==> src/rtl/ram_ctrl_if.sv <==
// ram_ctrl_if: CPU request/response bundle plus the single-port SRAM port of ram_ctrl.
// master drives requests and read data; slave is the controller.
interface ram_ctrl_if #(parameter int ADDR_W = 14);
  logic              iren;
  logic              dren;
  logic [3:0]        dwen;
  logic [31:0]       iaddr;
  logic [31:0]       daddr;
  logic [31:0]       dstore;
  logic              iwait;
  logic              dwait;
  logic [31:0]       iload;
  logic [31:0]       dload;
  logic              ram_en;
  logic [3:0]        ram_we;
  logic [ADDR_W-1:0] ram_addr;
  logic [31:0]       ram_wdata;
  logic [31:0]       ram_rdata;
  modport master (
    output iren, dren, dwen, iaddr, daddr, dstore, ram_rdata,
    input  iwait, dwait, iload, dload, ram_en, ram_we, ram_addr, ram_wdata
  );
  modport slave (
    input  iren, dren, dwen, iaddr, daddr, dstore, ram_rdata,
    output iwait, dwait, iload, dload, ram_en, ram_we, ram_addr, ram_wdata
  );
endinterface

==> src/rtl/ram_ctrl.sv <==
// ram_ctrl: arbitrates CPU fetch and data accesses onto one single-port SRAM with fixed read latency.
// Optional RAM_CTRL_FAIR_ARB_EN: after two data grants that kept iren waiting, the next grant goes to the fetch.
module ram_ctrl #(
  parameter int ADDR_W      = 14,
  parameter int RAM_LATENCY = 1
) (
  input  logic       clk_i,
  input  logic       rst_ni,
  ram_ctrl_if.slave  bus
);
  typedef enum logic [1:0] {IDLE, READ, WRITE, DONE} state_t;
  localparam logic [1:0] LAT_M1 = 2'(RAM_LATENCY - 1);
  state_t            state_q, state_d;
  logic              gnt_i_q, gnt_i_d;
  logic              rd_q, rd_d;
  logic [1:0]        cnt_q, cnt_d;
  logic              ram_en_q, ram_en_d;
  logic [3:0]        ram_we_q, ram_we_d;
  logic [ADDR_W-1:0] ram_addr_q, ram_addr_d;
  logic [31:0]       ram_wdata_q, ram_wdata_d;
  logic [31:0]       iload_q, iload_d, dload_q, dload_d;
  logic              d_req, wr_req, pick_i, done_rd, unused_addr;
  assign d_req  = bus.dren | (|bus.dwen);
  assign wr_req = |bus.dwen;
  assign unused_addr = ^{bus.iaddr[31:ADDR_W+2], bus.iaddr[1:0], bus.daddr[31:ADDR_W+2], bus.daddr[1:0]};
`ifdef RAM_CTRL_FAIR_ARB_EN
  logic [1:0] fair_q, fair_d;
  assign pick_i = bus.iren & (!d_req | (fair_q == 2'd2));
  always_comb begin
    fair_d = fair_q;
    if (state_q == IDLE && pick_i) fair_d = 2'd0;
    else if (state_q == IDLE && d_req && bus.iren) fair_d = fair_q + 2'd1;
  end
  always_ff @(posedge clk_i or negedge rst_ni)
    if (!rst_ni) fair_q <= 2'd0;
    else fair_q <= fair_d;
`else
  assign pick_i = bus.iren & !d_req;
`endif
  always_comb begin
    state_d     = state_q;
    gnt_i_d     = gnt_i_q;
    rd_d        = rd_q;
    cnt_d       = cnt_q;
    ram_en_d    = 1'b0;
    ram_we_d    = 4'd0;
    ram_addr_d  = ram_addr_q;
    ram_wdata_d = ram_wdata_q;
    case (state_q)
      IDLE: if (pick_i || d_req) begin
        state_d     = (!pick_i && wr_req) ? WRITE : READ;
        gnt_i_d     = pick_i;
        rd_d        = pick_i || !wr_req;
        cnt_d       = LAT_M1;
        ram_en_d    = 1'b1;
        ram_we_d    = pick_i ? 4'd0 : bus.dwen;
        ram_addr_d  = pick_i ? bus.iaddr[ADDR_W+1:2] : bus.daddr[ADDR_W+1:2];
        ram_wdata_d = (!pick_i && wr_req) ? bus.dstore : ram_wdata_q;
      end
      READ: begin
        cnt_d   = (cnt_q == 2'd0) ? cnt_q : cnt_q - 2'd1;
        state_d = (cnt_q == 2'd0) ? DONE : READ;
      end
      WRITE: state_d = DONE;
      DONE:  state_d = IDLE;
    endcase
  end
  // Read data is valid during DONE, so it is forwarded straight out and also captured for holding.
  assign done_rd = (state_q == DONE) && rd_q;
  assign iload_d = (done_rd && gnt_i_q) ? bus.ram_rdata : iload_q;
  assign dload_d = (done_rd && !gnt_i_q) ? bus.ram_rdata : dload_q;
  always_ff @(posedge clk_i or negedge rst_ni)
    if (!rst_ni) begin
      state_q     <= IDLE;
      gnt_i_q     <= 1'b0;
      rd_q        <= 1'b0;
      cnt_q       <= 2'd0;
      ram_en_q    <= 1'b0;
      ram_we_q    <= 4'd0;
      ram_addr_q  <= '0;
      ram_wdata_q <= 32'd0;
      iload_q     <= 32'd0;
      dload_q     <= 32'd0;
    end else begin
      state_q     <= state_d;
      gnt_i_q     <= gnt_i_d;
      rd_q        <= rd_d;
      cnt_q       <= cnt_d;
      ram_en_q    <= ram_en_d;
      ram_we_q    <= ram_we_d;
      ram_addr_q  <= ram_addr_d;
      ram_wdata_q <= ram_wdata_d;
      iload_q     <= iload_d;
      dload_q     <= dload_d;
    end
  assign bus.iwait     = !(state_q == DONE && gnt_i_q);
  assign bus.dwait     = !(state_q == DONE && !gnt_i_q);
  assign bus.iload     = iload_d;
  assign bus.dload     = dload_d;
  assign bus.ram_en    = ram_en_q;
  assign bus.ram_we    = ram_we_q;
  assign bus.ram_addr  = ram_addr_q;
  assign bus.ram_wdata = ram_wdata_q;
endmodule

==> src/flat_wrapper.sv <==
// flat-port wrapper written by rule: the top's interface ports become plain ports
module ram_ctrl_flat 
#(
  parameter int ADDR_W      = 14,
  parameter int RAM_LATENCY = 1
)
  (clk_i, rst_ni, bus_iren, bus_dren, bus_dwen, bus_iaddr, bus_daddr, bus_dstore, bus_ram_rdata, bus_iwait, bus_dwait, bus_iload, bus_dload, bus_ram_en, bus_ram_we, bus_ram_addr, bus_ram_wdata);
  ram_ctrl_if #(.ADDR_W(ADDR_W)) bus_i ();
  input  logic clk_i;
  input  logic rst_ni;
  input wire logic [$bits(bus_i.iren)-1:0] bus_iren;
  input wire logic [$bits(bus_i.dren)-1:0] bus_dren;
  input wire logic [$bits(bus_i.dwen)-1:0] bus_dwen;
  input wire logic [$bits(bus_i.iaddr)-1:0] bus_iaddr;
  input wire logic [$bits(bus_i.daddr)-1:0] bus_daddr;
  input wire logic [$bits(bus_i.dstore)-1:0] bus_dstore;
  input wire logic [$bits(bus_i.ram_rdata)-1:0] bus_ram_rdata;
  output wire logic [$bits(bus_i.iwait)-1:0] bus_iwait;
  output wire logic [$bits(bus_i.dwait)-1:0] bus_dwait;
  output wire logic [$bits(bus_i.iload)-1:0] bus_iload;
  output wire logic [$bits(bus_i.dload)-1:0] bus_dload;
  output wire logic [$bits(bus_i.ram_en)-1:0] bus_ram_en;
  output wire logic [$bits(bus_i.ram_we)-1:0] bus_ram_we;
  output wire logic [$bits(bus_i.ram_addr)-1:0] bus_ram_addr;
  output wire logic [$bits(bus_i.ram_wdata)-1:0] bus_ram_wdata;
  assign bus_i.iren = bus_iren;
  assign bus_i.dren = bus_dren;
  assign bus_i.dwen = bus_dwen;
  assign bus_i.iaddr = bus_iaddr;
  assign bus_i.daddr = bus_daddr;
  assign bus_i.dstore = bus_dstore;
  assign bus_i.ram_rdata = bus_ram_rdata;
  assign bus_iwait = bus_i.iwait;
  assign bus_dwait = bus_i.dwait;
  assign bus_iload = bus_i.iload;
  assign bus_dload = bus_i.dload;
  assign bus_ram_en = bus_i.ram_en;
  assign bus_ram_we = bus_i.ram_we;
  assign bus_ram_addr = bus_i.ram_addr;
  assign bus_ram_wdata = bus_i.ram_wdata;
  ram_ctrl #(.ADDR_W(ADDR_W), .RAM_LATENCY(RAM_LATENCY)) u_core (.clk_i(clk_i), .rst_ni(rst_ni), .bus(bus_i));
endmodule
==> config.mk <==
export PLATFORM = sky130hd
export DESIGN_NAME = ram_ctrl_flat
export DESIGN_NICKNAME = d
export VERILOG_FILES = /design/src/rtl/ram_ctrl_if.sv /design/src/rtl/ram_ctrl.sv /design/src/flat_wrapper.sv
export SDC_FILE = /design/constraint.sdc
export NUM_CORES = 1
export LEC_CHECK = 0
export BUFFER_PORTS_ARGS = -buffer_cell sky130_fd_sc_hd__buf_2
export CORE_UTILIZATION = 35
export DETAILED_ROUTE_END_ITERATION = 8
export PLACE_DENSITY = 0.69
export SLEW_MARGIN = 40
export SYNTH_ARGS = -nofsm -noshare
export SYNTH_HDL_FRONTEND = slang
export SYNTH_SLANG_ARGS = --single-unit
==> constraint.sdc <==
create_clock -name clk_i -period 1.98 [get_ports clk_i]
set_input_delay 0.198 -clock clk_i [delete_from_list [all_inputs] [get_ports clk_i]]
set_output_delay 0.198 -clock clk_i [all_outputs]
set_load 0.1 [all_outputs]
[Word-level counts from Yosys, hierarchy flattened]
Index checks and enable logic that the tools add are counted.
Cells by class
  bitwise logic cells: 2
  reduce and logical (&&, ||, !) cells: 21
  $add $sub $neg: 1
  muxes and demuxes: 15
  equality and inequality tests: 5
Operators by type and width (count)
  $mux 32: 2
  $mux 14: 1
  $mux 4: 3
  $mux 2: 5
  $pmux 2 s4: 1
  $logic_and 1x1->1: 6
  $logic_not 1->1: 6
  $reduce_and 3->1: 2
  $eq 2x2->1 const B: 2
  $logic_not 2->1: 2
  $pmux 2 s2: 1
  $reduce_or 4->1: 1
  $eq 2x1->1 const B: 1
  $logic_or 1x1->1: 2
  $mux 1: 2
  $ne 2x1->1 const B: 1
  $ne 2x2->1 const B: 1
  $reduce_and 2->1: 1
  $reduce_bool 2->1: 1
  $sub 2x1->2 const B: 1
  $and 1x1->1: 1
  $or 1x1->1: 1
Storage, ports and cells
  output and inout bits: 117
  bits in registers: 121
  logic and storage cells: 54
  input bits: 136

[Logic depth before layout (Yosys ltp)]
  depth in word-level cells: 9
  gate-level depth with buffers: 7
  gate-level depth less buffers: 6

[Worst setup path before layout]
OpenSTA, ideal clock, no wires.
  path type: reg2reg
  start: reg u_core.state_q[0]
  end: reg u_core.dload_q[11]
  setup slack: 0.027 ns
  setup time: 0.218 ns
  data arrival time: 1.735 ns
  stages on the path, launching flop included: 5
  clock period less this slack: 1.953 ns
  required time: 1.762 ns
  buffers on the path: 1
  cells stage by stage: dfrtp_1 -> ha_1 -> nand3b_1 -> clkbuf_1 -> mux2_2
Between the ends
  cells in the longest elaborated chain, start to end: 4
RTL lines
  start, declared: line ram_ctrl.sv:13  | state_t state_q, state_d;
  start signal, assigned: line ram_ctrl.sv:85  | state_q <= state_d;
  $eq 2x2->1: line ram_ctrl.sv:69  | assign done_rd = (state_q == DONE) && rd_q;
  $logic_and 1x1->1: line ram_ctrl.sv:69
  $logic_and 1x1->1: line ram_ctrl.sv:71  | assign dload_d = (done_rd && !gnt_i_q) ? bus.ram_rdata : dload_q;
  $mux 32: line ram_ctrl.sv:71
  via bus_dload[11]: line flat_wrapper.sv:21  | output wire logic [$bits(bus_i.dload)-1:0] bus_dload;
  end signal, assigned: line ram_ctrl.sv:94  | dload_q <= dload_d;
  end, declared: line ram_ctrl.sv:21  | logic [31:0] iload_q, iload_d, dload_q, dload_d;
The timed path passes the listed nets, and every way through them passes these cells.
A chain may end at the register's enable or synchronous reset.

[Worst setup path in the final report]
  start: reg u_core.state_q[1]
  end: out bus_dload[23]
Between the ends
  cells in the longest elaborated chain, start to end: 4
RTL lines (line)
  $eq 2x2->1: ram_ctrl.sv:69
  $logic_and 1x1->1: ram_ctrl.sv:69
  $logic_and 1x1->1: ram_ctrl.sv:71
  $mux 32: ram_ctrl.sv:71
  end, declared: flat_wrapper.sv:21
No other way between the ends.

==> reports/summary.txt <==
Status: finished with violations
Failing checks: setup timing
IO Port Bufs: 216
Chip height: 119 microns
Commonest register cell after synthesis: dfrtp_1
Crit path DAT: 1990 ps
Clock transition at the registers of the reported paths: 50 ps
M1 GR Usage: 21.0%
H-tree depth: 4
Crit Path Class: reg2out
Clock latency at the later pin of the worst-skew pair: 410 ps
# setup viols final: 64
Critical-path maximum fanout: 8
Number of top-level pins: 253
Share of cells above drive strength 1: 69.5%
CTS max path bufs: 2
Flip-flop and latch count after synthesis: 121
Slew @ Worst Pin: 534 ps
Remaining DRCs: 0
Crit path time final: 2180 ps
Rel. slew slack: 64.4%
Slew Viols, Final: 0
Die Footprint: 0.0141 sq mm
Busiest grt layer: met2
Final wirelength: 13.5 mm
Via count: 3486
Final hold slack: 19.1 ps
Synth-to-Final Area Change: 71.3%
Starting Density: 35.9%
Placed inst area: 0.00706 sq mm
Router iterations before antenna repair: 4
Final Hold Viols: 0
TritonCTS clock tree: done
Clock Tree Root: clkbuf_16
Worst setup EP type: output port
Fmax: 458 MHz
Chip width: 119 microns
Post-synthesis cell type count: 33
Pre-CTS setup slack: 115 ps
Post-synth EDFFs: 0
First-pass GRT wire length: 20.0 mm
Cts bufs inserted: 17
Final nets: 694
Vias in the first global route: 3763
Initial antenna violation count: 1
Final Skew: 6.43 ps
Core ar.: 0.0132 sq mm
Hold Crit Class: in2reg
Startpoint Class: flop
Syn_area_per_cell: 15.6 sq um
Met2 Use GR: 32.8%
Mapped Area: 0.00475 sq mm
Placer Congestion: 0.823
Register area share after synthesis: 63.7%
Total gr overflow: 0
Tcrit/Tclk final: 110%
Hpwl dp: 8.64 mm
Initial DRC count: 95
Largest net degree at the start of global routing: 64
Avg Vias per Cell: 4.69
Row Count: 42
Max Cap Viol: 0
Post-Syn Nets: 444
Post-route ant nets: 0
Design area: 0.00814 sq mm
Async S/R FF share, synth: 100%
Routed WL per cell: 18.1 microns
Sink Count: 121
Unrepaired setup endpoints after global routing: true
Gr usage total: 18.9%
Worst path required time: 1780 ps
Met3 Usage GRT: 5.98%
Slack of the critical path: -204 ps
Cell count after synthesis: 304
Ys Warns: 0
registers in the layout, summed over array words and instances, names as in the netlist:
register              flops
u_core.state_q            2
u_core.bus.ram_wdata     32
u_core.rd_q               1
u_core.dload_q           32
u_core.iload_q           32
u_core.bus.ram_addr      14
u_core.gnt_i_q            1
u_core.bus.ram_en         1
u_core.bus.ram_we         4
u_core.cnt_q              2
cells in the final DEF (no fill, tap or decap), types with 2 or more instances in the layout:
cell,n
clkinvlp_4,4
buf_4,11
inv_1,6
bufinv_16,3
o21a_1,2
nand2_1,2
clkinv_2,3
mux2_4,41
ha_1,2
o311ai_0,3
and2_1,4
buf_12,68
buf_16,3
dlygate4sd3_1,8
clkbuf_16,19
mux2_2,56
o21ai_0,3
nand2b_1,2
or2_2,15
o221a_2,5
buf_2,151
clkbuf_8,4
o221a_1,9
dfrtp_1,121
worst paths after layout:
check                           slack [ps]  cells past startpoint                              endpoint                           startpoint
worst max-delay path                  -200                      6                         bus_dload[23]        u_core.state_q[1]$_DFFE_PN0P_
worst min-delay path                    20                      2  u_core.bus.ram_wdata[11]$_DFFE_PN0P_                       bus_dstore[11]
worst max register to register          80                      8    u_core.bus.ram_addr[6]$_DFFE_PN0P_        u_core.state_q[0]$_DFFE_PN0P_
worst min register to register         500                      1   u_core.bus.ram_wdata[2]$_DFFE_PN0P_  u_core.bus.ram_wdata[2]$_DFFE_PN0P_
max in group asynchronous             1170                      3           u_core.cnt_q[0]$_DFFE_PN0P_                               rst_ni
min in group asynchronous              340                      3          u_core.iload_q[17]$_DFF_PN0_                               rst_ni
metal layers:
layer  wire [microns]  up-vias
met5                0        -
met4              370        0
met3              583       24
met2             7250      131
met1             5250     1738
li1                 -     1593
Yosys cell counts, drive strengths merged (2+ instances only):
master	number	area share, %
and2	4	0.53
buf	8	1.1
clkbuf	6	0.47
dfrtp	121	64
ha	4	1.1
inv	6	0.47
mux2	97	23
nand2	3	0.29
nand2b	2	0.26
nand3	2	0.21
o21a	2	0.32
o21ai	4	0.50
o221a	14	3.3
o311ai	3	0.55
or2	15	2.0
area by class of cell:
| type | instances | area [sq um] |
|---|---|---|
| clock buffer | 21 | 480 |
| fill | 1001 | 5100 |
| clock inverter | 11 | 144 |
| antenna | 1 | 2.50 |
| sequential | 121 | 3030 |
| tap | 176 | 220 |
| multi-input combinational | 163 | 1810 |
| timing repair buffer | 245 | 2440 |
| inverter | 6 | 22.5 |
worst max-delay path, cell delays in order, from the launching register on:
cell and delay, ps:
dfrtp_1 420, ha_4 190, nand3b_1 120, buf_12 150, clkbuf_16 170, mux2_4 330
buf_12 170
cells by family (layout without fill, tap and decap cells):
kind of cell	Yosys count	count (layout)	synth area share (%)
muxes	97	97	23.0
buffers and inverters	20	283	2.05
other	0	1	0
DFF	121	121	63.7
AOI/OAI and AO/OA	28	28	5.48
adders and majority gates	4	4	1.05
and+or+nand+nor	34	34	4.74
per-stage QoR:
stage / std cells / utilization [%] / TNS, ps
6_report: 744 / 61.5 / -10870
5_1_grt: 744 / 61.5 / -15960
4_1_cts: 737 / 60.2 / -13970
3_5_place_dp: 690 / 53.3 / 0
3_3_place_gp: 690 / 53.3 / 0
2_1_floorplan: 304 / - / 0
repair_timing:
action | 4_1_cts | 5_1_grt
cloned | 2 | 3
endpoints found under the setup margin | 64 | 78
resized for setup | 29 | 20
hold endpoints to repair | 128 | 0
buffers inserted | 5 | 3
pin swaps | 2 | 1
hold buffers | 8 | 0
Power is not shown: default switching activity piles up to over one toggle a cycle in this logic, so the estimate is an artifact.
